`src/rtl/cluster_pwr_seq_pkg.sv`:
```
// Shared types and defaults for the cluster power/clock/reset sequencer.
package cluster_pwr_seq_pkg;

    typedef enum logic [2:0] {
        ST_OFF        = 3'd0,
        ST_PWR_UP     = 3'd1,
        ST_CLK_UP     = 3'd2,
        ST_RST_REL    = 3'd3,
        ST_RUN        = 3'd4,
        ST_DRAIN      = 3'd5,
        ST_RST_ASSERT = 3'd6,
        ST_CLK_DN     = 3'd7
    } state_e;

    localparam int PWR_SETTLE_DEF = 16;
    localparam int CLK_SETTLE_DEF = 4;
    localparam int RST_HOLD_DEF   = 8;
    localparam int CNT_WIDTH_DEF  = 8;
    localparam int TIMEOUT_DEF    = 1024;

    localparam logic CMD_OFF = 1'b0;
    localparam logic CMD_ON  = 1'b1;

endpackage

```
`src/rtl/cluster_pwr_seq_sync.sv`:
```
// Two-flop synchroniser for the asynchronous cluster busy indication.
module cluster_pwr_seq_sync (
    input  logic clk_i,
    input  logic rst_ni,
    input  logic d_i,
    output logic q_o
);

    logic s1_q, s2_q;

    always_ff @(posedge clk_i or negedge rst_ni) begin
        if (!rst_ni) begin
            s1_q <= 1'b0;
            s2_q <= 1'b0;
        end else begin
            s1_q <= d_i;
            s2_q <= s1_q;
        end
    end

    assign q_o = s2_q;

endmodule

```
`src/rtl/cluster_pwr_seq.sv`:
```
// Cluster power/clock/reset sequencer; define CLUSTER_PWR_SEQ_TIMEOUT_EN
// to bound the drain wait by TIMEOUT_CYCLES and report it on timeout_o.
module cluster_pwr_seq
    import cluster_pwr_seq_pkg::*;
#(
    parameter int PWR_SETTLE_CYCLES = PWR_SETTLE_DEF,
    parameter int CLK_SETTLE_CYCLES = CLK_SETTLE_DEF,
    parameter int RST_HOLD_CYCLES   = RST_HOLD_DEF,
    parameter int CNT_WIDTH         = CNT_WIDTH_DEF,
    parameter int TIMEOUT_CYCLES    = TIMEOUT_DEF
) (
    input  logic        clk_i,
    input  logic        rst_ni,
    input  logic        cmd_valid_i,
    output logic        cmd_ready_o,
    input  logic        cmd_on_i,
    input  logic [63:0] boot_addr_i,
    input  logic        byp_i,
    input  logic        cluster_busy_i,
    output logic        cluster_pow_o,
    output logic        cluster_byp_o,
    output logic        cluster_clk_en_o,
    output logic        cluster_rstn_o,
    output logic        cluster_fetch_enable_o,
    output logic [63:0] cluster_boot_addr_o,
    output logic [2:0]  state_o,
    output logic        done_o,
    output logic        timeout_o
);

    state_e               state_q, state_d;
    logic [CNT_WIDTH-1:0] cnt_q, cnt_d;
    logic                 busy_s, accept, redundant, latch, drain_expired;
    logic                 pow_q, pow_d, clk_en_q, clk_en_d, rstn_q, rstn_d;
    logic                 fe_q, fe_d, ready_q, ready_d, done_q, done_d;
    logic                 byp_q, byp_d;
    logic [63:0]          boot_q, boot_d;

    cluster_pwr_seq_sync u_busy_sync (
        .clk_i  (clk_i),
        .rst_ni (rst_ni),
        .d_i    (cluster_busy_i),
        .q_o    (busy_s)
    );

    assign accept    = cmd_valid_i && ready_q;
    assign redundant = accept && ((state_q == ST_RUN && cmd_on_i == CMD_ON) ||
                                  (state_q == ST_OFF && cmd_on_i == CMD_OFF));
    assign latch     = accept && state_q == ST_OFF && cmd_on_i == CMD_ON;

    // Counter value loaded on entry so each timed state lasts exactly N cycles.
    function automatic logic [CNT_WIDTH-1:0] load_val(input state_e s);
        case (s)
            ST_PWR_UP:               load_val = CNT_WIDTH'(PWR_SETTLE_CYCLES - 1);
            ST_CLK_UP, ST_CLK_DN:    load_val = CNT_WIDTH'(CLK_SETTLE_CYCLES - 1);
            ST_RST_REL, ST_RST_ASSERT: load_val = CNT_WIDTH'(RST_HOLD_CYCLES - 1);
            default:                 load_val = '0;
        endcase
    endfunction

`ifdef CLUSTER_PWR_SEQ_TIMEOUT_EN
    localparam int DW = $clog2(TIMEOUT_CYCLES + 1);
    logic [DW-1:0] dcnt_q, dcnt_d;
    logic          timeout_q, timeout_d;

    assign drain_expired = busy_s && (dcnt_q == DW'(TIMEOUT_CYCLES - 1));

    always_comb begin
        dcnt_d    = '0;
        timeout_d = timeout_q;
        if (state_q == ST_DRAIN && busy_s) dcnt_d = dcnt_q + 1'b1;
        if (accept && cmd_on_i == CMD_ON) timeout_d = 1'b0;
        if (state_q == ST_DRAIN && drain_expired) timeout_d = 1'b1;
    end

    always_ff @(posedge clk_i or negedge rst_ni) begin
        if (!rst_ni) begin
            dcnt_q    <= '0;
            timeout_q <= 1'b0;
        end else begin
            dcnt_q    <= dcnt_d;
            timeout_q <= timeout_d;
        end
    end

    assign timeout_o = timeout_q;
`else
    assign drain_expired = 1'b0;
    assign timeout_o     = 1'b0;
`endif

    always_ff @(posedge clk_i or negedge rst_ni) begin
        if (!rst_ni) begin
            state_q  <= ST_OFF;
            cnt_q    <= '0;
            pow_q    <= 1'b0;
            clk_en_q <= 1'b0;
            rstn_q   <= 1'b0;
            fe_q     <= 1'b0;
            ready_q  <= 1'b1;
            done_q   <= 1'b0;
            byp_q    <= 1'b0;
            boot_q   <= 64'h0;
        end else begin
            state_q  <= state_d;
            cnt_q    <= cnt_d;
            pow_q    <= pow_d;
            clk_en_q <= clk_en_d;
            rstn_q   <= rstn_d;
            fe_q     <= fe_d;
            ready_q  <= ready_d;
            done_q   <= done_d;
            byp_q    <= byp_d;
            boot_q   <= boot_d;
        end
    end

    always_comb begin
        state_d = state_q;
        case (state_q)
            ST_OFF:        if (accept && cmd_on_i == CMD_ON) state_d = ST_PWR_UP;
            ST_PWR_UP:     if (cnt_q == '0) state_d = ST_CLK_UP;
            ST_CLK_UP:     if (cnt_q == '0) state_d = ST_RST_REL;
            ST_RST_REL:    if (cnt_q == '0) state_d = ST_RUN;
            ST_RUN:        if (accept && cmd_on_i == CMD_OFF) state_d = ST_DRAIN;
            ST_DRAIN:      if (!busy_s || drain_expired) state_d = ST_RST_ASSERT;
            ST_RST_ASSERT: if (cnt_q == '0) state_d = ST_CLK_DN;
            ST_CLK_DN:     if (cnt_q == '0) state_d = ST_OFF;
            default:       state_d = ST_OFF;
        endcase
        cnt_d = cnt_q;
        if (state_d != state_q)  cnt_d = load_val(state_d);
        else if (cnt_q != '0)    cnt_d = cnt_q - 1'b1;
    end

    // Outputs are decoded from the next state so they change with the state register.
    always_comb begin
        pow_d    = state_d != ST_OFF;
        clk_en_d = state_d inside {ST_CLK_UP, ST_RST_REL, ST_RUN, ST_DRAIN, ST_RST_ASSERT};
        rstn_d   = state_d inside {ST_RST_REL, ST_RUN, ST_DRAIN};
        fe_d     = state_d == ST_RUN;
        ready_d  = state_d inside {ST_OFF, ST_RUN};
        done_d   = (state_q == ST_RST_REL && state_d == ST_RUN) ||
                   (state_q == ST_CLK_DN && state_d == ST_OFF) || redundant;
        byp_d    = latch ? byp_i : byp_q;
        boot_d   = latch ? boot_addr_i : boot_q;
    end

    assign cmd_ready_o            = ready_q;
    assign cluster_pow_o          = pow_q;
    assign cluster_byp_o          = byp_q;
    assign cluster_clk_en_o       = clk_en_q;
    assign cluster_rstn_o         = rstn_q;
    assign cluster_fetch_enable_o = fe_q;
    assign cluster_boot_addr_o    = boot_q;
    assign state_o                = state_q;
    assign done_o                 = done_q;

endmodule

```
`config.mk`:
```
export PLATFORM = sky130hd
export DESIGN_NAME = cluster_pwr_seq
export DESIGN_NICKNAME = d
export VERILOG_FILES = /design/src/rtl/cluster_pwr_seq_pkg.sv /design/src/rtl/cluster_pwr_seq_sync.sv /design/src/rtl/cluster_pwr_seq.sv
export SDC_FILE = /design/constraint.sdc
export NUM_CORES = 1
export LEC_CHECK = 0
export BUFFER_PORTS_ARGS = -buffer_cell sky130_fd_sc_hd__buf_2
export CAP_MARGIN = 20
export CORE_MARGIN = 3
export CORE_UTILIZATION = 30
export DETAILED_ROUTE_END_ITERATION = 8
export PLACE_DENSITY = 0.56
export REMOVE_ABC_BUFFERS = 1
export SLEW_MARGIN = 20
export SYNTH_ARGS = -nofsm -noshare
export SYNTH_HDL_FRONTEND = slang
export SYNTH_SLANG_ARGS = --single-unit
```
`constraint.sdc`:
```
create_clock -name clk_i -period 2.25 [get_ports clk_i]
set_clock_uncertainty 0.1 [all_clocks]
set_input_delay 0.45 -clock clk_i [delete_from_list [all_inputs] [get_ports clk_i]]
set_output_delay 0.45 -clock clk_i [all_outputs]
set_load 0.02 [all_outputs]
```
==> results of run 1 <==
registers in the layout, indices dropped and copies added, names as in the netlist:
| register | cells |
|---|---|
| cluster_pow_o | 1 |
| cmd_ready_o | 1 |
| u_busy_sync.q_o | 1 |
| cnt_q | 8 |
| u_busy_sync.s1_q | 1 |
| cluster_boot_addr_o | 64 |
| cluster_byp_o | 1 |
| done_o | 1 |
| state_o | 3 |
| cluster_rstn_o | 1 |
| cluster_clk_en_o | 1 |
| cluster_fetch_enable_o | 1 |
logic make-up after synthesis:
kind of cell	Yosys count	synth area share [%]
AO/OA/AOI/OAI	24	5.083
XOR/XNOR	6	1.536
adder cells (fa/ha/maj)	1	0.3656
buffers and inverters	18	2.486
flip-flops	84	61.46
multiplexers	67	22.01
other	1	0.1096
AND/OR/NAND/NOR	45	6.947
area by class of cell:
class	instances	area (um^2)	share of cell area (%)
clock buffer	13	250.2	5.338
clock inverter	2	35.03	0.7473
timing repair buffer	158	858.3	18.31
sequential	84	2103	44.86
tap	140	175.2	3.736
multi-input combinational	144	1247	26.61
inverter	5	18.77	0.4003
metal layers:
layer / vias up / wire, um
met5: - / 0
met4: 0 / 178
met3: 15 / 596
met2: 89 / 3726
met1: 1186 / 2987
li1: 1184 / -
per-stage QoR:
step | power, mW | hold WS (ps) | utilization, % | std cells
after floorplan | 2.575 | 54.41 | - | 233
after global placement | 3.013 | 231.9 | 39.88 | 530
after detailed placement | 3.034 | 237.9 | 39.88 | 530
after CTS | 4.508 | 98.93 | 42.57 | 546
after global routing | 4.741 | 106.6 | 42.69 | 546
final | 4.462 | 118.6 | 42.69 | 546
power breakdown:
group          switching, mW  internal [mW]
Combinational          0.648          0.529
Sequential             0.136           1.71
Clock                  0.560          0.883
repair_timing:
item / in CTS / in global routing
resized for setup: 0 / 3
setup endpoints to repair: 0 / 5
hold buffers: 1 / 0
hold endpoints to repair: 32 / 0
setup buffers: 0 / 0
final timing paths:
check                                            from                             endpoint  slack [ps]  depth (start not counted)
max                              cnt_q[0]$_DFFE_PN0P_              cluster_pow_o$_DFF_PN0_         120                          7
min                                    cluster_busy_i           u_busy_sync.s1_q$_DFF_PN0_         120                          1
max reg2reg                      cnt_q[0]$_DFFE_PN0P_              cluster_pow_o$_DFF_PN0_         120                          7
min reg2reg                u_busy_sync.s1_q$_DFF_PN0_            u_busy_sync.q_o$_DFF_PN0_         250                          0
max in group asynchronous                      rst_ni                cmd_ready_o$_DFF_PN1_         930                          3
min in group asynchronous                      rst_ni  cluster_boot_addr_o[30]$_DFFE_PN0P_         510                          2
layout by cell type (no fill, tap or decap), drive strengths merged, types with 6 or more instances in the layout:
cell type,Yosys,routed
buf,10,157
nor2,11,11
mux2,66,66
clkbuf,3,13
a21oi,7,7
nand2,8,8
dfrtp,83,83
nand3,6,6
==> Implementation_results.wiki, run 1 <==
{| class="wikitable"
! Metric !! Value
|-
| Outcome || finished, final reports clean
|-
| Total of buffers placed on input and output ports || 143
|-
| Count of boundary I/O pins || 145
|-
| Area added between synthesis and finish || 37.00%
|-
| Critical path's slowest cell || or3b_4
|-
| Arrival @ worst endpoint || 2240 ps
|-
| Final GP Congestion || 0.8475
|-
| Crit path launch type || flop
|-
| Synth async-reset ratio || 100.0%
|-
| Largest delay share family, worst path || simple AND/OR/NAND/NOR gates
|-
| Die Outline Area || 12720 um^2
|-
| Detailed-routing iteration count for the pre-antenna-repair pass || 4
|-
| Sum Neg Setup Slack || 0 ps
|-
| Final hold violation count || 0
|-
| Antenna cell count || 0
|-
| Global-route wire length before repair || 12340 um
|-
| Vias || 2474
|-
| Most area-consuming cells after synthesis || dfrtp_1, mux2_2, buf_2
|-
| Post-route standard cell area excluding fillers || 4688 um^2
|-
| Crit end category || flop
|-
| Number of flip-flops and latches in the synthesized netlist || 84
|-
| Wire length after detailed routing || 7488 um
|-
| Biggest area consumer among synthesized cells || dfrtp_1
|-
| Filler cell count || 1074
|-
| Number of nets in the layout || 473
|-
| Global Route Usage Sum || 12.27%
|-
| Met1 usage in global routing || 14.58%
|-
| Die span in y || 112.8 um
|-
| Placement-stage cell area || 4380 um^2
|-
| Vias in the first global route || 2501
|-
| Yosys warns || 0
|-
| Path type of the worst setup path || flop to flop
|-
| Most frequent cells after synthesis || dfrtp_1, mux2_2, nor2_1
|-
| Gate Count Post-Synth || 246
|-
| H-tree depth || 3
|-
| CP Max Fanout || 6
|-
| Met3 GRT Util || 3.529%
|-
| Layer with the highest usage || met2
|-
| Leakage Power || 2.619 nW
|-
| Core box area || 10980 um^2
|-
| Starting density of the core || 31.16%
|-
| TritonCTS clock tree || done
|-
| Setup slack after placement || 62.45 ps
|-
| DRC errors left || 0
|-
| Die W || 112.8 um
|-
| Final HPWL from detailed placement || 5436 um
|-
| Number of flops mapped to enable cells by yosys || 0
|-
| Synth top area share || 60.69%
|-
| Floorplan row count || 38
|-
| TritonCTS sink count || 84
|-
| Most common cell in the synthesized netlist || dfrtp_1
|-
| Wirelength per Cell || 13.71 um
|-
| Peak ir drop on the vdd network || 0.3357 mV
|-
| Post-synthesis cell type count || 40
|-
| Number of CTS-inserted buffers || 9
|-
| Detailed router's first-iteration violation count || 76
|-
| Post-route fraction of the period consumed by the critical path || 94.53%
|-
| Maximum number of pins on one net before global-route repair || 62
|-
| Buffer levels on the longest clock path || 2
|-
| Most instantiated flip-flop cell in the synthesis netlist || dfrtp_1
|-
| Met2 track demand over resource || 19.98%
|-
| Total buffers and inverters traversed by the critical path || 1
|-
| Highest cell delay on the worst timing path || 430 ps
|-
| RSZ-0062 raised after global routing || no
|-
| Clock period minus worst slack || 2127 ps
|-
| Count of pins over their slew limit || 0
|-
| Residual overflow from global routing || 0
|-
| Number of antenna violations at the first check in global routing || 0
|-
| Power per standard cell area || 951.8 nW/um^2
|-
| Number of routed nets with antenna violations || 0
|-
| Number of failing setup endpoints in the final timing report || 0
|-
| Via-per-instance ratio || 4.531
|-
| Layout cells sized above 1 || 59.85%
|-
| Cells along the critical path || inv_1, ha_1, or3b_4, nor2_4, a21oi_1, o2bb2a_4, or3_1
|-
| Mapped Avg Cell Area || 13.91 um^2
|-
| Clk pin slew, worst setup/hold paths || 60 ps
|-
| Fmax || 0.4701 GHz
|-
| Master cell of the clock root buffer || clkbuf_16
|-
| Skew-Pair Late Insertion Delay || 340 ps
|-
| Mapped cell area || 3422 um^2
|-
| Fraction of the yosys area taken by sequential cells || 61.46%
|-
| Crit path required time || 2370 ps
|-
| Worst Hold Class || input port to flop
|-
| Max-cap violations || 0
|-
| Fin worst setup slack || 123.0 ps
|}
Power figures use the tool's default switching activity.
==> run 2, diff against run 1 <==
==> constraint.sdc (replaced) <==
create_clock -name clk_i -period 1.8 [get_ports clk_i]
set_clock_uncertainty 0.1 [all_clocks]
set_input_delay 0.36 -clock clk_i [delete_from_list [all_inputs] [get_ports clk_i]]
set_output_delay 0.36 -clock clk_i [all_outputs]
set_load 0.02 [all_outputs]
==> run 2 against run 1 <==
  * The run now ends with negative setup slack left
  * Global-route usage grew 1.3 points
  * Wire length grew 20%
  * Non-clock buffer count is 40 higher
  * Largest power group unchanged
  * Power up 36%
  * First-iteration DRC count rose by 57%
==> Implementation_results.wiki, run 2 (synthesis gave the netlist of run 1 again) <==
{| class="wikitable"
! Metric !! Value
|-
| Fin worst setup slack || -288.7 ps (-411.7 ps)
|-
| Highest cell delay on the worst timing path || 410 ps (-20 ps)
|-
| Number of failing setup endpoints in the final timing report || 82 (+82)
|-
| Crit path required time || 1910 ps (-460 ps)
|-
| Wirelength per Cell || 15.32 um (+12%)
|-
| DRC errors left || 0 (unchanged)
|-
| Total of buffers placed on input and output ports || 143 (unchanged)
|-
| Vias || 2712 (+9.6%)
|-
| Vias in the first global route || 2832 (+13%)
|-
| Post-route fraction of the period consumed by the critical path || 116.0% (+22 points)
|-
| Wire length after detailed routing || 8994 um (+20%)
|-
| Path type of the worst setup path || flop to flop
|-
| Worst Hold Class || input port to flop
|-
| Cells along the critical path || inv_2, ha_4, or3b_4, nor2_4, a21oi_2, o2bb2a_4, or3_1
|-
| Number of nets in the layout || 513 (+8.5%)
|-
| Number of routed nets with antenna violations || 0 (unchanged)
|-
| Die Outline Area || 12720 um^2 (unchanged)
|-
| Final GP Congestion || 0.8143 (-3.9%)
|-
| Detailed router's first-iteration violation count || 119 (+57%)
|-
| Worst slew margin relative to its limit || 65.80%
|-
| Max-cap violations || 0 (unchanged)
|-
| Critical path's slowest cell || or3b_4
|-
| Final HPWL from detailed placement || 5940 um (+9.3%)
|-
| Global Route Usage Sum || 13.56% (+1.3 points)
|-
| Clk pin slew, worst setup/hold paths || 60 ps (about the same)
|-
| Number of antenna violations at the first check in global routing || 0 (unchanged)
|-
| Final hold violation count || 0 (unchanged)
|-
| Maximum number of pins on one net before global-route repair || 34 (-45%)
|-
| Buffer levels on the longest clock path || 2 (unchanged)
|-
| Crit end category || flop
|-
| Max reg flops || 64 (unchanged)
|-
| Layout cells sized above 1 || 67.56% (+7.7 points)
|-
| Leakage Power || 2.909 nW (+11%)
|-
| Number of CTS-inserted buffers || 9 (unchanged)
|-
| Master cell of the clock root buffer || clkbuf_16
|-
| TritonCTS clock tree || done
|-
| Violated checks || negative setup slack
|-
| Core box area || 10980 um^2 (unchanged)
|-
| Global-route wire length before repair || 13940 um (+13%)
|-
| Peak ir drop on the vdd network || 0.5192 mV (+55%)
|-
| Clock period minus worst slack || 2089 ps (-38.31 ps)
|-
| Skew-Pair Late Insertion Delay || 330 ps (about the same)
|-
| Power per standard cell area || 1160 nW/um^2 (+22%)
|-
| Most frequent standard cell in the layout excluding fill and tap cells || buf_2
|-
| Via-per-instance ratio || 4.620 (+2.0%)
|-
| Largest delay share family, worst path || simple AND/OR/NAND/NOR gates
|-
| Count of pins over their slew limit || 0 (unchanged)
|-
| Residual overflow from global routing || 0 (unchanged)
|-
| Detailed-routing iteration count for the pre-antenna-repair pass || 4 (unchanged)
|-
| H-tree depth || 3 (unchanged)
|-
| RSZ-0062 raised after global routing || yes
|-
| Floorplan row count || 38 (unchanged)
|-
| Fmax || 0.4788 GHz (+1.8%)
|-
| Setup slack after placement || -326.3 ps (-388.7 ps)
|-
| Die W || 112.8 um (unchanged)
|-
| Area added between synthesis and finish || 53.20%
|-
| Crit path launch type || flop
|-
| Antenna cell count || 0 (unchanged)
|-
| Most used cells in the layout excluding fill and tap cells || buf_2, dfrtp_1, mux2_2
|-
| Post-route total power || 6.080 mW (+36%)
|-
| Die span in y || 112.8 um (unchanged)
|-
| Sum Neg Setup Slack || -14200 ps (-14200 ps)
|-
| Starting density of the core || 31.16% (unchanged)
|-
| Arrival @ worst endpoint || 2200 ps (-40 ps)
|-
| CP Max Fanout || 5 (-1)
|-
| TritonCTS sink count || 84 (unchanged)
|-
| Total buffers and inverters traversed by the critical path || 1 (unchanged)
|-
| Count of boundary I/O pins || 145 (unchanged)
|-
| Outcome || finished with violations
|-
| Worst-margin pin slew || 509.5 ps
|}
-- run 2: worst paths after layout --
check                                           startpoint  cells past startpoint  slack [ps]                                   to
max in group asynchronous                           rst_ni                      3         660  cluster_boot_addr_o[52]$_DFFE_PN0P_
worst min-delay path                        cluster_busy_i                      1          30           u_busy_sync.s1_q$_DFF_PN0_
worst max register to register        cnt_q[0]$_DFFE_PN0P_                      7        -290              cluster_pow_o$_DFF_PN0_
min in group asynchronous                           rst_ni                      2         400  cluster_boot_addr_o[30]$_DFFE_PN0P_
worst max-delay path                  cnt_q[0]$_DFFE_PN0P_                      7        -290              cluster_pow_o$_DFF_PN0_
worst min register to register  u_busy_sync.s1_q$_DFF_PN0_                      0         250            u_busy_sync.q_o$_DFF_PN0_
-- run 2: final cells by class --
class / instances / area, um^2
Clock inverter: 6 / 47.55
Multi-Input combinational cell: 144 / 1346
Fill cell: 1037 / 5741
Tap cell: 140 / 175.2
Clock buffer: 10 / 239.0
Inverter: 5 / 18.77
Sequential cell: 84 / 2103
Timing Repair Buffer: 198 / 1313
-- run 2: what timing repair did --
item                       in CTS  in global routing
cloned                          2                  4
setup buffers                   7                  4
pin swaps                       6                 12
hold buffers                    1                  0
gates resized for setup        20                 20
hold endpoints to repair       27                  0
setup endpoints to repair      80                 81
-- run 2: stage by stage --
stage	hold slack [ps]	cell area [um^2]	std cells	utilization [%]
floorplan	-35.59	3356	233	-
global placement	226.2	4581	555	41.71
detailed placement	232.7	4581	555	41.71
CTS	24.77	5070	581	46.16
global route	22.51	5243	587	47.73
finish	32.08	5243	587	47.73
-- run 2: metal layers --
metal | routed length (um) | vias to the layer above | share of wire (%) | GRT usage, %
met5 | 0 | - | 0 | 0
met3 | 611 | 7 | 6.8 | 3.743
li1 | - | 1260 | - | -
met2 | 4635 | 89 | 52 | 23.34
met1 | 3677 | 1356 | 41 | 16.82
met4 | 70 | 0 | 0.78 | 3.606
-- run 2: power by group --
group,total [mW],switching (mW),internal [mW]
Sequential,2.26,0.127,2.13
Combinational,2.07,1.05,1.02
Clock,1.75,0.772,0.982
Total,6.08,1.95,4.13
-- run 2: worst register-to-register path, delay by kind of cell (launching register included) --
| kind | cells | cell delay, ps |
|---|---|---|
| compound gates | 2 | 290 |
| fa+ha+maj | 1 | 140 |
| buf+inv | 1 | 90 |
| flops | 1 | 390 |
| simple gates | 3 | 970 |
==> run 3, diff against run 2 <==
--- a/config.mk
+++ b/config.mk
@@ -7,10 +7,12 @@
 export LEC_CHECK = 0
 export BUFFER_PORTS_ARGS = -buffer_cell sky130_fd_sc_hd__buf_2
 export CAP_MARGIN = 20
+export CELL_PAD_IN_SITES_DETAIL_PLACEMENT = 1
+export CELL_PAD_IN_SITES_GLOBAL_PLACEMENT = 1
 export CORE_MARGIN = 3
 export CORE_UTILIZATION = 30
 export DETAILED_ROUTE_END_ITERATION = 8
-export PLACE_DENSITY = 0.56
+export PLACE_DENSITY = 0.69
 export REMOVE_ABC_BUFFERS = 1
 export SLEW_MARGIN = 20
 export SYNTH_ARGS = -nofsm -noshare
==> run 3 against run 2 <==
  * The run still ends with negative setup slack left
  * Largest cell class unchanged
  * Power increased by 4.2%
  * Highest routed layer unchanged
  * Final cell count up 1.2%
  * Clock-buffer cell count grew 3
  * Fmax increased by 0.32%
  * Critical path type unchanged
==> Implementation_results.wiki, run 3 (synthesis gave the netlist of run 1 again) <==
{| class="wikitable"
! Metric !! Value
|-
| Outcome || finished with violations
|-
| Violated checks || negative setup slack
|-
| Global-route wire length before repair || 15440 um (+11%)
|-
| Critical path's slowest cell || or3b_4
|-
| Wire length after detailed routing || 10750 um (+20%)
|-
| Number of antenna violations at the first check in global routing || 0 (unchanged)
|-
| Vias || 2823 (+4.1%)
|-
| Layout cells sized above 1 || 68.94% (+1.4 points)
|-
| Fmax || 0.4803 GHz (+0.32%)
|-
| Filler cell count || 1171 (+13%)
|-
| Antenna cell count || 0 (unchanged)
|-
| Die W || 112.8 um (unchanged)
|-
| Crit end category || flop
|-
| Critical Path Start || cnt_q[0]$_DFFE_PN0P_
|-
| Fin worst setup slack || -282.1 ps (+6.620 ps)
|-
| Max-cap violations || 0 (unchanged)
|-
| Leakage Power || 3.000 nW (+3.1%)
|-
| Clk pin slew, worst setup/hold paths || 60 ps (about the same)
|-
| Die span in y || 112.8 um (unchanged)
|-
| M1 wire length || 4131 um (+12%)
|-
| Path type of the worst setup path || flop to flop
|-
| Arrival @ worst endpoint || 2180 ps (-20 ps)
|-
| Skew-Pair Late Insertion Delay || 330 ps (about the same)
|-
| H-tree depth || 3 (unchanged)
|-
| Max reg flops || 64 (unchanged)
|-
| Via-per-instance ratio || 4.753 (+2.9%)
|-
| Crit path required time || 1900 ps (about the same)
|-
| Worst Hold Class || input port to flop
|-
| Crit path launch type || flop
|-
| Final HPWL from detailed placement || 7091 um (+19%)
|-
| Post-route fraction of the period consumed by the critical path || 115.7% (-0.37 points)
|-
| Met2 WL || 5908 um (+27%)
|-
| Count of pins over their slew limit || 0 (unchanged)
|-
| Total of buffers placed on input and output ports || 143 (unchanged)
|-
| Master cell of the clock root buffer || clkbuf_16
|-
| Buffer levels on the longest clock path || 2 (unchanged)
|-
| Detailed-routing iteration count for the pre-antenna-repair pass || 4 (unchanged)
|-
| Clock period minus worst slack || 2082 ps (-6.620 ps)
|-
| Core box area || 10980 um^2 (unchanged)
|-
| Total buffers and inverters traversed by the critical path || 1 (unchanged)
|-
| Detailed router's first-iteration violation count || 88 (-26%)
|-
| Met3 wirelength from detailed routing || 549 um (-10%)
|-
| Worst reg2reg endpoint || cluster_pow_o$_DFF_PN0_
|-
| Sequential share of power || 35.9% (-1.2 points)
|-
| Area added between synthesis and finish || 58.10%
|-
| DRC errors left || 0 (unchanged)
|-
| Cells along the critical path || inv_2, ha_4, or3b_4, nor2_4, nand3_2, xnor2_2, or3_1
|-
| Vias in the first global route || 3025 (+6.8%)
|-
| Worst setup path endpoint || cluster_pow_o$_DFF_PN0_
|-
| Topmost layer with routed signal wires || met4
|-
| Global Route Usage Sum || 15.40% (+1.8 points)
|-
| Origin of the critical flop-to-flop path || cnt_q[0]$_DFFE_PN0P_
|-
| Most used cells in the layout excluding fill and tap cells || buf_2, dfrtp_1, mux2_2
|-
| Count of boundary I/O pins || 145 (unchanged)
|-
| RSZ-0062 raised after global routing || yes
|-
| Number of failing setup endpoints in the final timing report || 76 (-7.3%)
|-
| Reg-to-reg setup timing slack || -280 ps (about the same)
|-
| Internal cell power || 4.313 mW (+4.4%)
|-
| Peak ir drop on the vdd network || 0.3756 mV (-28%)
|-
| Switching fraction of total power || 31.89% (-0.17 points)
|-
| Number of nets in the layout || 520 (+1.4%)
|-
| Most frequent standard cell in the layout excluding fill and tap cells || buf_2
|-
| Path length in cells of the critical path || 7 (unchanged)
|-
| Floorplan row count || 38 (unchanged)
|-
| Largest delay share family, worst path || simple AND/OR/NAND/NOR gates
|-
| Highest cell delay on the worst timing path || 410 ps (about the same)
|-
| Comb pwr share || 35.2% (+1.2 points)
|-
| TritonCTS sink count || 84 (unchanged)
|-
| TritonCTS clock tree || done
|-
| Number of routed nets with antenna violations || 0 (unchanged)
|-
| Final core utilization || 49.26% (+1.5 points)
|-
| Maximum number of pins on one net before global-route repair || 41 (+21%)
|-
| Wirelength per Cell || 18.10 um (+18%)
|-
| Final hold violation count || 0 (unchanged)
|-
| Starting density of the core || 31.16% (unchanged)
|-
| Number of CTS-inserted buffers || 9 (unchanged)
|-
| Residual overflow from global routing || 0 (unchanged)
|-
| CP Max Fanout || 5 (unchanged)
|-
| Total net switching power || 2.020 mW (+3.6%)
|-
| Placed Instances || 553 (-0.36%)
|-
| Clock share of power || 28.9% (about the same)
|-
| Die Outline Area || 12720 um^2 (unchanged)
|-
| Reg2Reg Depth || 7 (unchanged)
|-
| Final GP Congestion || 0.7727 (-5.1%)
|-
| Power per standard cell area || 1171 nW/um^2 (+0.93%)
|-
| Filler-free cell count of the finished design || 594 (+1.2%)
|}
==> run 3: changes by cell type in the layout (fill, tap and decap cells not counted), sizes merged <==
cell and delta:
clkbuf +5, clkinv -3, buf +5, inv -1, bufinv +1
==> run 3: metrics by stage <==
step	hold WS, ps	power (mW)	instance area, um^2	setup TNS (ps)	setup WS [ps]
after CTS	18.77	6.287	5111	-9359	-252.2
after global routing	22.85	6.696	5410	-13790	-332.2
after detailed placement	182.5	4.154	4566	-18680	-411.9
after global placement	178.0	4.077	4566	-15040	-272.4
final	33.86	6.333	5410	-10700	-282.1
after floorplan	-35.59	3.218	3356	-69220	-1026
==> run 3: layout make-up <==
type	instances	area (um^2)	share of cell area (%)
Sequential cell	84	2103	38.88
Timing Repair Buffer	205	1423	26.30
Multi-Input combinational cell	144	1394	25.76
Clock buffer	13	250.2	4.625
Tap cell	140	175.2	3.238
Clock inverter	3	46.29	0.8557
Inverter	5	18.77	0.3469
==> run 3: worst min-delay path by stage <==
| stage | from | endpoint | slack [ps] | cells past startpoint |
|---|---|---|---|---|
| floorplan | rst_ni | cluster_boot_addr_o[0]$_DFFE_PN0P_ | -40 | 0 |
| global placement | rst_ni | cluster_boot_addr_o[58]$_DFFE_PN0P_ | 180 | 1 |
| detailed placement | rst_ni | cluster_boot_addr_o[58]$_DFFE_PN0P_ | 180 | 1 |
| CTS | cluster_busy_i | u_busy_sync.s1_q$_DFF_PN0_ | 20 | 1 |
| global route | cluster_busy_i | u_busy_sync.s1_q$_DFF_PN0_ | 20 | 1 |
| finish | cluster_busy_i | u_busy_sync.s1_q$_DFF_PN0_ | 30 | 1 |
==> run 3: power by group through the flow <==
| stage | clock [mW] | sequential, mW | combinational, mW |
|---|---|---|---|
| after floorplan | 0 | 2.54 | 0.681 |
| after global placement | 0 | 2.28 | 1.80 |
| after detailed placement | 0 | 2.29 | 1.86 |
| after CTS | 1.89 | 2.27 | 2.13 |
| after global routing | 1.98 | 2.29 | 2.43 |
| final | 1.83 | 2.27 | 2.23 |
==> run 3: per-layer routing <==
| layer | vias to the layer above | global-route usage, % |
|---|---|---|
| met5 | - | 0 |
| met4 | 0 | 5.929 |
| met3 | 16 | 3.102 |
| met2 | 91 | 28.48 |
| met1 | 1443 | 17.32 |
| li1 | 1273 | - |
==> run 3: what timing repair did <==
action,4_1_cts,5_1_grt
hold buffers,1,0
cloned,1,9
setup buffers,11,9
endpoints found under the hold margin,18,0
setup endpoints to repair,82,82
resized for setup,36,16
pin swaps,14,8
